### src/rtl/control_sequencer_if.sv
// Memory bus between the control sequencer (master) and instruction/data memory (slave).
interface control_sequencer_if #(
  parameter int unsigned ADDR_W = 6
);
  logic              mem_req;
  logic              mem_we;
  logic [ADDR_W-1:0] mem_addr;
  logic [ADDR_W+1:0] instr;
  logic              mem_ready;

  modport master (
    output mem_req,
    output mem_we,
    output mem_addr,
    input  instr,
    input  mem_ready
  );

  modport slave (
    input  mem_req,
    input  mem_we,
    input  mem_addr,
    output instr,
    output mem_ready
  );
endinterface

### src/rtl/control_sequencer.sv
// Fetch/decode/execute sequencer for a four-opcode accumulator machine.
// Drives a single shared memory port for both instruction fetch and operand access.
module control_sequencer #(
  parameter int unsigned ADDR_W = 6
) (
  input  logic              clk,
  input  logic              rst_n,
  input  logic              start,
  input  logic              halt_req,
  control_sequencer_if.master bus,
  output logic [ADDR_W-1:0] pc_o,
  output logic [1:0]        ir_op,
  output logic [ADDR_W-1:0] ir_operand,
  output logic              acc_load,
  output logic              alu_add,
  output logic              busy,
  output logic [2:0]        state_o
);

  localparam logic [2:0] StIdle   = 3'd0;
  localparam logic [2:0] StFetch  = 3'd1;
  localparam logic [2:0] StDecode = 3'd2;
  localparam logic [2:0] StMem    = 3'd3;
  localparam logic [2:0] StWb     = 3'd4;

  localparam logic [1:0] OpAdd   = 2'b00;
  localparam logic [1:0] OpJump  = 2'b01;
  localparam logic [1:0] OpLoad  = 2'b10;
  localparam logic [1:0] OpStore = 2'b11;

  localparam logic [ADDR_W-1:0] PcOne = {{(ADDR_W-1){1'b0}}, 1'b1};

  logic [2:0]        state_q, state_d;
  logic [ADDR_W-1:0] pc_q, pc_d;
  logic [1:0]        op_q, op_d;
  logic [ADDR_W-1:0] operand_q, operand_d;
  logic [2:0]        next_instr_state;

  // End of an instruction: halt is only honoured here, never mid-access.
  always_comb begin
    next_instr_state = halt_req ? StIdle : StFetch;
  end

  // Next-state logic for the FSM, program counter and instruction register.
  always_comb begin
    state_d   = state_q;
    pc_d      = pc_q;
    op_d      = op_q;
    operand_d = operand_q;
    case (state_q)
      StIdle: begin
        if (start) begin
          pc_d    = '0;
          state_d = StFetch;
        end
      end
      StFetch: begin
        if (bus.mem_ready) begin
          op_d      = bus.instr[ADDR_W+1:ADDR_W];
          operand_d = bus.instr[ADDR_W-1:0];
          pc_d      = pc_q + PcOne;  // wraps naturally modulo 2^ADDR_W
          state_d   = StDecode;
        end
      end
      StDecode: begin
        if (op_q == OpJump) begin
          pc_d    = operand_q;
          state_d = next_instr_state;
        end else begin
          state_d = StMem;
        end
      end
      StMem: begin
        if (bus.mem_ready) begin
          state_d = (op_q == OpStore) ? next_instr_state : StWb;
        end
      end
      StWb: begin
        state_d = next_instr_state;
      end
      default: begin
        // Unused encodings recover to idle.
        state_d = StIdle;
      end
    endcase
  end

  // State registers; async reset clears everything so mem_req drops immediately.
  always_ff @(posedge clk or negedge rst_n) begin
    if (!rst_n) begin
      state_q   <= StIdle;
      pc_q      <= '0;
      op_q      <= OpAdd;
      operand_q <= '0;
    end else begin
      state_q   <= state_d;
      pc_q      <= pc_d;
      op_q      <= op_d;
      operand_q <= operand_d;
    end
  end

  // Outputs decoded purely from registered state, so they are stable through memory waits.
  always_comb begin
    bus.mem_req  = 1'b0;
    bus.mem_we   = 1'b0;
    bus.mem_addr = '0;
    acc_load     = 1'b0;
    alu_add      = 1'b0;
    case (state_q)
      StFetch: begin
        bus.mem_req  = 1'b1;
        bus.mem_addr = pc_q;
      end
      StMem: begin
        bus.mem_req  = 1'b1;
        bus.mem_we   = (op_q == OpStore);
        bus.mem_addr = operand_q;
      end
      StWb: begin
        acc_load = 1'b1;
        alu_add  = (op_q == OpAdd);
      end
      default: begin
        bus.mem_req = 1'b0;
      end
    endcase
  end

  assign pc_o       = pc_q;
  assign ir_op      = op_q;
  assign ir_operand = operand_q;
  assign busy       = (state_q != StIdle);
  assign state_o    = state_q;

  // OpLoad needs no special handling beyond the default MEM->WB path.
  logic unused_op_load;
  assign unused_op_load = (op_q == OpLoad);

endmodule
### src/flat_wrapper.sv
// flat-port wrapper written by rule: the top's interface ports become plain ports
module control_sequencer_flat 
#(
  parameter int unsigned ADDR_W = 6
)
  (clk, rst_n, start, halt_req, pc_o, ir_op, ir_operand, acc_load, alu_add, busy, state_o, bus_mem_req, bus_mem_we, bus_mem_addr, bus_instr, bus_mem_ready);
  control_sequencer_if #(.ADDR_W(ADDR_W)) bus_i ();
  input  logic clk;
  input  logic rst_n;
  input  logic start;
  input  logic halt_req;
  output logic [ADDR_W-1:0] pc_o;
  output logic [1:0] ir_op;
  output logic [ADDR_W-1:0] ir_operand;
  output logic acc_load;
  output logic alu_add;
  output logic busy;
  output logic [2:0] state_o;
  output wire logic [$bits(bus_i.mem_req)-1:0] bus_mem_req;
  output wire logic [$bits(bus_i.mem_we)-1:0] bus_mem_we;
  output wire logic [$bits(bus_i.mem_addr)-1:0] bus_mem_addr;
  input wire logic [$bits(bus_i.instr)-1:0] bus_instr;
  input wire logic [$bits(bus_i.mem_ready)-1:0] bus_mem_ready;
  assign bus_mem_req = bus_i.mem_req;
  assign bus_mem_we = bus_i.mem_we;
  assign bus_mem_addr = bus_i.mem_addr;
  assign bus_i.instr = bus_instr;
  assign bus_i.mem_ready = bus_mem_ready;
  control_sequencer #(.ADDR_W(ADDR_W)) u_core (.clk(clk), .rst_n(rst_n), .start(start), .halt_req(halt_req), .bus(bus_i), .pc_o(pc_o), .ir_op(ir_op), .ir_operand(ir_operand), .acc_load(acc_load), .alu_add(alu_add), .busy(busy), .state_o(state_o));
endmodule
### config.mk
export PLATFORM = sky130hd
export DESIGN_NAME = control_sequencer_flat
export DESIGN_NICKNAME = d
export VERILOG_FILES = /design/src/rtl/control_sequencer_if.sv /design/src/rtl/control_sequencer.sv /design/src/flat_wrapper.sv
export SDC_FILE = /design/constraint.sdc
export NUM_CORES = 1
export LEC_CHECK = 0
export CAP_MARGIN = 20
export CORE_MARGIN = 8
export CORE_UTILIZATION = 42
export DETAILED_ROUTE_END_ITERATION = 16
export PLACE_DENSITY = 0.78
export SLEW_MARGIN = 20
export SYNTH_ARGS = -nofsm -noshare
export SYNTH_HDL_FRONTEND = slang
export SYNTH_SLANG_ARGS = --single-unit
### constraint.sdc
create_clock -name clk -period 2.3 [get_ports clk]
set_clock_uncertainty 0.05 [all_clocks]
set_input_delay 0.575 -clock clk [delete_from_list [all_inputs] [get_ports clk]]
set_output_delay 0.575 -clock clk [all_outputs]
set_load 0.01 [all_outputs]
==> tab_implementation.tex <==
\begin{tabular}{lr}
\hline
Metric & Value \\
\hline
\multicolumn{2}{l}{\textbf{Critical path}} \\
\quad Largest fanout on the critical path & 5 \\
\quad Class of the most critical setup path & reg2out \\
\quad Sum of buffers and inverters on the critical path & 2 \\
\quad Worst setup slack for register-to-register paths & 0.32 ns \\
\quad Category of the worst setup path launch point & register \\
\quad Signal arrival time at the worst endpoint & 1.53 ns \\
\quad Number of cells traversed by the worst register-to-register path & 4 \\
\quad CP max-delay cell & clkdlybuf4s50\_1 \\
\quad Series of cell instances along the critical path & nand2b\_2, inv\_1, clkdlybuf4s50\_1 \\
\quad Endpoint of the worst register-to-register path & u\_core.ir\_operand[5]\$\_DFFE\_PN0P\_ \\
\quad Longest individual stage delay on the worst path & 0.53 ns \\
\quad Family with the most delay on the worst path & buffers and inverters \\
\quad Data required time of the worst path & 1.67 ns \\
\quad Endpoint class of the critical path & output port \\
\quad Worst R2R Start & u\_core.state\_o[1]\$\_DFFE\_PN0P\_ \\
\multicolumn{2}{l}{\textbf{Final layout}} \\
\quad Number of nets in the final layout & 170 \\
\quad Number of fill cells & 197 \\
\quad Area overhead of the layout relative to synthesis & 50.6\% \\
\quad Diode insertion count for antenna repair & 0 \\
\quad Share of layout cells above drive strength 1 & 0.187 \\
\multicolumn{2}{l}{\textbf{Drt}} \\
\quad WL/cell & 16.3 um \\
\quad Post-DR vias/cell & 5.43 \\
\quad Count of unresolved DRC violations after routing & 0 \\
\quad Number of iterations in the first detailed-routing pass & 4 \\
\quad Overall via count from detail\_route & 993 \\
\quad Final Routed Wirelength & 2.98 mm \\
\quad DR iter-0 viols & 36 \\
\quad Final antenna-violating net count & 0 \\
\multicolumn{2}{l}{\textbf{Floorplanning}} \\
\quad Die Outline Area & 4220 um\^{}2 \\
\quad Number of placement rows & 17 \\
\quad Floorplan Core Area & 2230 um\^{}2 \\
\quad I/O pin count & 41 \\
\quad Effective utilization at floorplan & 0.451 \\
\quad Die outline height & 65.0 um \\
\quad Die Wd & 65.0 um \\
\multicolumn{2}{l}{\textbf{Pwr}} \\
\quad Proportion of power drawn by the clock network & 0.083 \\
\quad Sequential share of power & 0.293 \\
\quad Largest voltage drop on the vdd net & 0.959 mV \\
\quad Power per standard cell area & 1370 nW/um\^{}2 \\
\quad Total power of the final layout & 2070 uW \\
\quad Internal power summed over all cells & 1180 uW \\
\quad Combinational fraction of design power & 0.625 \\
\quad Sw Pwr & 894 uW \\
\quad Switching part of the total & 0.432 \\
\quad Leakage power summed over all cells & 0.000679 uW \\
\multicolumn{2}{l}{\textbf{Timing}} \\
\quad Max\_slew headroom & 0.712 \\
\quad Setup TNS Final & 0 ns \\
\quad RSZ-0062 raised after global routing & no \\
\quad Final hold violation count & 0 \\
\quad Final count of pins violating max slew & 0 \\
\quad Timing-limited maximum frequency & 465 MHz \\
\quad Clock period minus final worst setup slack & 2.15 ns \\
\quad Worst slew pin tran & 0.430 ns \\
\quad Final clock period utilization by the worst path & 0.935 \\
\quad Final setup violating endpoints & 0 \\
\multicolumn{2}{l}{\textbf{Yosys}} \\
\quad Sequential cell area fraction in the yosys report & 0.422 \\
\quad Cell types with the highest counts after synthesis & dfrtp\_1, nor2\_1, mux2\_2, o21ai\_0 \\
\quad Share of the synthesized area in compound gates (AO/OA/AOI/OAI) & 0.160 \\
\quad Post-synth EDFFs & 0 \\
\quad Unique masters post-synth & 28 \\
\quad Cell type with the largest total area after synthesis & dfrtp\_1 \\
\quad Dominant combinational cell family by area after synthesis & simple AND/OR/NAND/NOR gates \\
\quad Synth Flop Type & dfrtp\_1 \\
\quad Synth Warn \# & 0 \\
\quad Average cell area after synthesis & 9.41 um\^{}2 \\
\quad Share of cell area taken by muxes after synthesis & 0.149 \\
\quad Leading cell type by number of instances after synthesis & dfrtp\_1 \\
\quad Simple-gate portion of the synthesized area & 0.202 \\
\quad Post-Synthesis Cells & 107 \\
\quad Cell area after synthesis & 1010 um\^{}2 \\
\quad Ranking of synthesized cells by area & dfrtp\_1, mux2\_2, mux2i\_1 \\
\quad Area share of the largest cell type after synthesis & 0.422 \\
\quad Adder-Cell Fraction of Synth Area & 0.0124 \\
\quad Share of synthesized flip-flops with an asynchronous set or reset & 1.00 \\
\quad Share of the synthesized netlist area taken by xor and xnor gates & 0 \\
\quad Number of nets produced by synthesis & 121 \\
\quad Flop and latch count out of synthesis & 17 \\
\multicolumn{2}{l}{\textbf{Global route}} \\
\quad Number of global-route vias before repair & 1023 \\
\quad Initial antenna violation count & 0 \\
\quad Maximum number of pins on one net before global-route repair & 18 \\
\quad Global-route wire length before repair & 5.04 mm \\
\quad GRT Total Usage & 0.149 \\
\quad Overflow left after global routing & 0 \\
\multicolumn{2}{l}{\textbf{Clock network}} \\
\quad Source-to-sink clock delay at the later pin of the worst-skew pair & 0.31 ns \\
\quad TritonCTS buffer count & 3 \\
\quad TritonCTS clock tree & built \\
\quad Clock input transition at the sequential cells of the worst setup and hold paths & 0.12 ns \\
\quad Root cell of the clock tree & clkbuf\_4 \\
\quad CTS max path bufs & 2 \\
\quad Number of buffers inserted for hold repair after clock tree synthesis & 0 \\
\quad \# clock sinks & 17 \\
\quad H-tree depth & 1 \\
\multicolumn{2}{l}{\textbf{Place}} \\
\quad RD Place Congestion & 0.809 \\
\quad Buffers added on ports & 40 \\
\quad Estimated wirelength of the detail-placed design & 2.26 mm \\
\multicolumn{2}{l}{\textbf{Worst hold path}} \\
\quad Hold\_sp & u\_core.pc\_o[5]\$\_DFFE\_PN0P\_ \\
\quad Hold crit path type & reg2reg \\
\quad Hold path depth & 1 \\
\quad Endpoint of the worst hold path & u\_core.pc\_o[5]\$\_DFFE\_PN0P\_ \\
\multicolumn{2}{l}{\textbf{Run status}} \\
\quad Status & finished, final reports clean \\
\multicolumn{2}{l}{\textbf{Job}} \\
\quad Maxcap violations & 0 \\
\hline
\end{tabular}
-- layout by cell type, fill, tap and decap left out, types with 2 or more instances in the layout --
| cell | count |
|---|---|
| mux2_2 | 8 |
| dfrtp_1 | 15 |
| nand2_1 | 7 |
| nor2_1 | 13 |
| nor3_2 | 2 |
| and3_1 | 2 |
| dlygate4sd2_1 | 8 |
| clkdlybuf4s50_1 | 31 |
| dfrtp_2 | 2 |
| clkbuf_4 | 3 |
| nor3_1 | 3 |
| nand2b_1 | 2 |
| inv_1 | 6 |
| o21ai_1 | 3 |
| a21oi_1 | 7 |
| buf_4 | 9 |
| a22oi_1 | 3 |
| a211oi_1 | 2 |
| o21ai_0 | 8 |
| mux2i_1 | 6 |
-- sequential cells by signal (all words and copies together), names as in the netlist --
signal and cells:
u_core.ir_operand 6, u_core.pc_o 6, u_core.state_o 3, u_core.ir_op 2
-- final cells by class --
type / count / area (um^2) / share of cell area
Multi-Input combinational cell: 79 / 541 / 0.356
Timing Repair Buffer: 49 / 460 / 0.304
Tap cell: 28 / 35.0 / 0.0231
Inverter: 6 / 22.5 / 0.0149
Sequential cell: 17 / 428 / 0.282
Clock inverter: 1 / 7.51 / 0.00495
Clock buffer: 3 / 22.5 / 0.0149
-- metrics by stage --
stage / instance area (um^2) / cells / hold WS [ns] / worst slack [ns] / util
CTS: 1510 / 182 / 0.522 / 0.0482 / 0.674
detailed placement: 1460 / 177 / 0.502 / 0.143 / 0.655
global placement: 1460 / 177 / 0.471 / 0.244 / 0.655
global route: 1520 / 183 / 0.531 / 0.0399 / 0.679
finish: 1520 / 183 / 0.518 / 0.150 / 0.679
floorplan: 1010 / 107 / 0.229 / 0.354 / -
-- power by group through the flow --
stage	registers, uW	clock network, uW	logic, uW
after CTS	611	177	1290
after detailed placement	608	0	1310
after global placement	599	0	1280
after floorplan	638	0	636
final	606	171	1290
after global routing	633	191	1410
-- logic make-up after synthesis --
family / count (synthesis)
fa+ha+maj: 1
mux: 14
buf+inv: 11
simple gates: 37
compound gates: 27
flops: 17
-- how the worst max path moves through the flow --
stage                                              from              end  depth (start not counted)
after floorplan           u_core.state_o[0]$_DFFE_PN0P_          alu_add                          3
after global placement    u_core.state_o[2]$_DFFE_PN0P_  bus_mem_addr[1]                          4
after detailed placement  u_core.state_o[2]$_DFFE_PN0P_          alu_add                          4
after CTS                 u_core.state_o[0]$_DFFE_PN0P_             busy                          4
after global routing      u_core.state_o[2]$_DFFE_PN0P_      bus_mem_req                          3
final                     u_core.state_o[2]$_DFFE_PN0P_      bus_mem_req                          3
-- what timing repair did --
item                       4_1_cts  5_1_grt
buffers inserted                 1        1
gates resized for setup         12        2
setup endpoints to repair        8        1
pin swaps                        0        0
cloned                           0        0
-- layer usage --
layer,global-route usage,vias up,wire length (um)
met1,0.171,490,1230
met2,0.252,24,1530
met3,0.0636,5,194
li1,-,474,-
met4,0.0327,0,21
met5,0,-,0
Note: power is estimated with default switching activity, not from simulation.
